File: src/rtl/gin_bus.sv
// gin_bus: global-input-network bus. One upstream packet stream is delivered,
// by tag-to-ID matching, to SLV_NUM slave ports. The tag is stripped, and each
// slave port has one register stage with a valid/ready handshake.
//
// Ports:
//   i_clk       clock, rising edge
//   i_rst       synchronous active-high reset
//   i_data      input packet {tag, payload}
//   i_valid     input packet valid
//   o_ready     bus accepts the packet this cycle (combinational)
//   o_data      slave k payload at [k*PACKET_OUT_BITWIDTH +: PACKET_OUT_BITWIDTH]
//   i_ready     bit k: slave k accepts its output
//   o_valid     bit k: slave k output valid
//   i_id        slave k ID at [k*ID_BITWIDTH +: ID_BITWIDTH]
//   i_id_valid  load every slave ID from i_id
module gin_bus #(
    parameter int unsigned ID_BITWIDTH         = 4,
    parameter int unsigned PACKET_IN_BITWIDTH  = 12,
    parameter int unsigned PACKET_OUT_BITWIDTH = 8,
    parameter int unsigned SLV_NUM             = 6
) (
    input  logic                                   i_clk,
    input  logic                                   i_rst,
    input  logic [PACKET_IN_BITWIDTH-1:0]          i_data,
    input  logic                                   i_valid,
    output logic                                   o_ready,
    output logic [SLV_NUM*PACKET_OUT_BITWIDTH-1:0] o_data,
    input  logic [SLV_NUM-1:0]                     i_ready,
    output logic [SLV_NUM-1:0]                     o_valid,
    input  logic [SLV_NUM*ID_BITWIDTH-1:0]         i_id,
    input  logic                                   i_id_valid
);

    logic [SLV_NUM-1:0][ID_BITWIDTH-1:0]         id_q, id_d;
    logic [SLV_NUM-1:0]                          valid_q, valid_d;
    logic [SLV_NUM-1:0][PACKET_OUT_BITWIDTH-1:0] data_q, data_d;

    logic [ID_BITWIDTH-1:0]         tag;
    logic [PACKET_OUT_BITWIDTH-1:0] payload;
    logic [SLV_NUM-1:0]             match;
    logic [SLV_NUM-1:0]             slot_free;
    logic [SLV_NUM-1:0]             load;
    logic                           ready_c;
    logic                           accept;

    // Split the packet into its routing tag and its payload.
    assign tag     = i_data[PACKET_IN_BITWIDTH-1 -: ID_BITWIDTH];
    assign payload = i_data[PACKET_OUT_BITWIDTH-1:0];

    // Match against the current IDs. A blocked matched slot stalls the whole
    // packet, so multicast delivery is all-or-nothing.
    always_comb begin
        match     = '0;
        slot_free = '0;
        for (int unsigned k = 0; k < SLV_NUM; k++) begin
            match[k]     = (id_q[k] == tag);
            slot_free[k] = !valid_q[k] || i_ready[k];
        end
        ready_c = &(~match | slot_free);
        accept  = i_valid && ready_c;
        load    = accept ? match : '0;
    end

    // Next state: an ID load takes effect next cycle. A slot either loads new
    // data or holds its data, and its valid clears once the slave consumes it.
    always_comb begin
        id_d    = id_q;
        valid_d = valid_q;
        data_d  = data_q;
        if (i_id_valid) begin
            id_d = i_id;
        end
        for (int unsigned k = 0; k < SLV_NUM; k++) begin
            if (load[k]) begin
                valid_d[k] = 1'b1;
                data_d[k]  = payload;
            end else if (i_ready[k]) begin
                valid_d[k] = 1'b0;
            end
        end
    end

    // State registers.
    always_ff @(posedge i_clk) begin
        if (i_rst) begin
            id_q    <= '0;
            valid_q <= '0;
            data_q  <= '0;
        end else begin
            id_q    <= id_d;
            valid_q <= valid_d;
            data_q  <= data_d;
        end
    end

    assign o_ready = ready_c;
    assign o_valid = valid_q;
    assign o_data  = data_q;

endmodule

File: config.mk
export PLATFORM = sky130hd
export DESIGN_NAME = gin_bus
export DESIGN_NICKNAME = d
export VERILOG_FILES = /design/src/rtl/gin_bus.sv
export SDC_FILE = /design/constraint.sdc
export NUM_CORES = 1
export LEC_CHECK = 0
export BUFFER_PORTS_ARGS = -buffer_cell sky130_fd_sc_hd__buf_4
export CAP_MARGIN = 10
export CORE_UTILIZATION = 40
export DETAILED_ROUTE_END_ITERATION = 16
export PLACE_DENSITY = 0.67
export SKIP_CTS_REPAIR_TIMING = 1
export SLEW_MARGIN = 10
export SYNTH_ARGS = -nofsm -noshare
export SYNTH_HDL_FRONTEND = slang
export SYNTH_SLANG_ARGS = --single-unit
File: constraint.sdc
create_clock -name i_clk -period 1.85 [get_ports i_clk]
set_clock_uncertainty 0.15 [all_clocks]
set_input_delay 0.0925 -clock i_clk [delete_from_list [all_inputs] [get_ports i_clk]]
set_output_delay 0.0925 -clock i_clk [all_outputs]
set_load 0.1 [all_outputs]
==> impl_metrics.env <==
export IMPL_status="complete, but fails checks"
export IMPL_violations="hold timing, setup timing"
export IMPL_ctsLongestPathBuffers=2
export IMPL_die_height_microns=93.0
export IMPL_hold_viol=1
export IMPL_core_area_sq_um=7890
export IMPL_place_congestion=0.797
export IMPL_yosysSeqAreaShare_pct=47.1
export IMPL_wl_mm=8.39
export IMPL_ys_ff_latch=78
export IMPL_p_leak_uw=0.00242
export IMPL_worstSetupEndpointType="primary output"
export IMPL_overflow=0
export IMPL_diodes=0
export IMPL_required_ns=1.61
export IMPL_p_per_area_nw_per_um2=736
export IMPL_grt_usage_pct=18.7
export IMPL_grt_pass1_vias=2484
export IMPL_rsz0062_at_grt="yes"
export IMPL_m1WireLength_mm=3.84
export IMPL_slew_violations=0
export IMPL_synth_cells=313
export IMPL_num_rows=32
export IMPL_crit_type="flop to primary output"
export IMPL_worst_slack_ns=-0.320
export IMPL_post_route_util_pct=62.5
export IMPL_dr_wl_met2_mm=4.16
export IMPL_worst_ir_drop_vdd_v=0.000377
export IMPL_clock_latency_ns=0.35
export IMPL_grt_first_pass_wirelength_mm=12.3
export IMPL_drt_initial_drc_count=121
export IMPL_ys_types=22
export IMPL_dp_hpwl_mm=5.70
export IMPL_setup_violations=55
export IMPL_drt_pass1_iterations=4
export IMPL_synth_largest_area_cell="dfxtp_1"
export IMPL_die_w_microns=93.0
export IMPL_relSlewSlack_pct=72.8
export IMPL_die_area_sq_um=8650
export IMPL_vias_per_cell=4.73
export IMPL_final_nets=501
export IMPL_cts_root_buf="clkbuf_8"
export IMPL_hold_path_class="primary input to flop"
export IMPL_drv_cap=0
export IMPL_antenna_left=0
export IMPL_netlist_area_sq_um=3310
export IMPL_start_util_pct=42.0
export IMPL_finalSetupTns_ns=-7.98
export IMPL_antenna_found_initial=0
export IMPL_grt_max_degree=46
export IMPL_drc=0
export IMPL_portBuffers=100
export IMPL_cts_inserted_buffers=9
export IMPL_layout_drive_gt1_share_pct=37.6
export IMPL_avgSynthCellArea_sq_um=10.6
export IMPL_fin_crit_sh_pct=117
export IMPL_clk_pin_slew_worst_paths_ns=0.08
export IMPL_yosysTopAreaCellShare_pct=47.1
export IMPL_via_count=2657
export IMPL_worst_hold_slack_ns=-0.0611
export IMPL_crit_fanout=6
export IMPL_arrival_ns=1.93
export IMPL_wl_met3_microns=274
export IMPL_highest_layer="met4"
export IMPL_cts_tree="done"
export IMPL_cts_max_level=3
export IMPL_start_kind="flop"
export IMPL_worst_pin_slew_ns=0.408
export IMPL_yosys_warnings=0
export IMPL_cts_sinks=78
export IMPL_syn_nets=359
export IMPL_area_growth_pct=48.7
export IMPL_wl_per_cell_microns=14.9
export IMPL_fmax_ghz=0.461
export IMPL_io_pins=101
export IMPL_synthTopCellsByArea="dfxtp_1 47%, mux2i_1 22%, nand2b_1 12%"
export IMPL_min_period_ns=2.17
[registers in the layout (all words and copies together), names as in the netlist]
| signal | count |
|---|---|
| o_data | 48 |
| id_q | 24 |
| o_valid | 6 |
[cell usage after synthesis (all sizes together)]
master and number:
dfxtp 78, mux2i 72, nand2b 65, nor2 24, xor2 24, buf 14, clkbuf 10, a21oi 6
nand4 6, nor4 6, and4 3, a32oi 1, and2 1, inv 1, nand2 1, nor2b 1
[worst paths after layout]
path / from / to / slack (ns) / depth (start not counted)
max: id_q[2] / o_ready / -0.32 / 7
min: i_ready[5] / o_valid[5] / -0.06 / 3
max reg2reg: id_q[2] / o_data[7] / -0.29 / 9
min reg2reg: o_valid[3] / o_valid[3] / 0.33 / 2
[through the flow]
step / hold slack, ns / instance area (sq um) / std cells / setup slack, ns / total power (uW)
after CTS: -0.180 / 4430 / 523 / -0.446 / 3580
after floorplan: 0.0892 / 3330 / 313 / 0.00959 / 2190
after detailed placement: 0.187 / 4230 / 507 / -0.139 / 2370
final: -0.0611 / 4930 / 562 / -0.320 / 3630
after global routing: -0.0529 / 4930 / 562 / -0.372 / 3770
after global placement: 0.177 / 4230 / 507 / -0.0963 / 2360
[report_power, final]
part | total [uW] | internal, uW | switching (uW)
clock | 1230 | 601 | 628
combinational | 633 | 267 | 366
sequential | 1770 | 1730 | 35.3
total | 3630 | 2600 | 1030
[cells by family (layout without fill, tap and decap cells)]
kind of cell | after synthesis | count (layout) | synth area share (%)
buffers and inverters | 25 | 172 | 4.19
multiplexers | 72 | 72 | 21.8
flip-flops | 78 | 78 | 47.1
AO/OA/AOI/OAI | 7 | 7 | 1.40
AND/OR/NAND/NOR | 107 | 107 | 19.2
XOR/XNOR | 24 | 24 | 6.34
[cell type report]
class                           instances  area, sq um
Inverter                                1         3.75
Fill cell                             678         2960
Clock inverter                          5         31.3
Sequential cell                        78         1590
Clock buffer                           11          163
Timing Repair Buffer                  155         1330
Tap cell                              102          128
Multi-Input combinational cell        210         1680
[worst max-delay path, cell delays in order, from the launching register on]
cell and delay [ns]:
dfxtp_2 0.33, xor2_1 0.16, nor4_1 0.35, buf_4 0.18, nand2b_1 0.06, and4_4 0.17, and2_4 0.17, buf_12 0.16
[routing by layer]
layer	up-vias	global-route usage, %
met2	59	31.4
met4	0	8.08
met1	1260	23.3
li1	1329	-
met3	9	3.66
met5	-	0
[placed cells by master (no fill, tap or decap), types with 5 or more instances in the layout]
cell type / n
dlygate4sd3_1: 30
buf_4: 113
xor2_1: 23
buf_6: 7
dfxtp_1: 61
nand2b_1: 64
mux2i_1: 72
nor2_1: 24
dfxtp_2: 13
clkbuf_8: 10
nand4_1: 5
(Power assumes the default switching activity.)
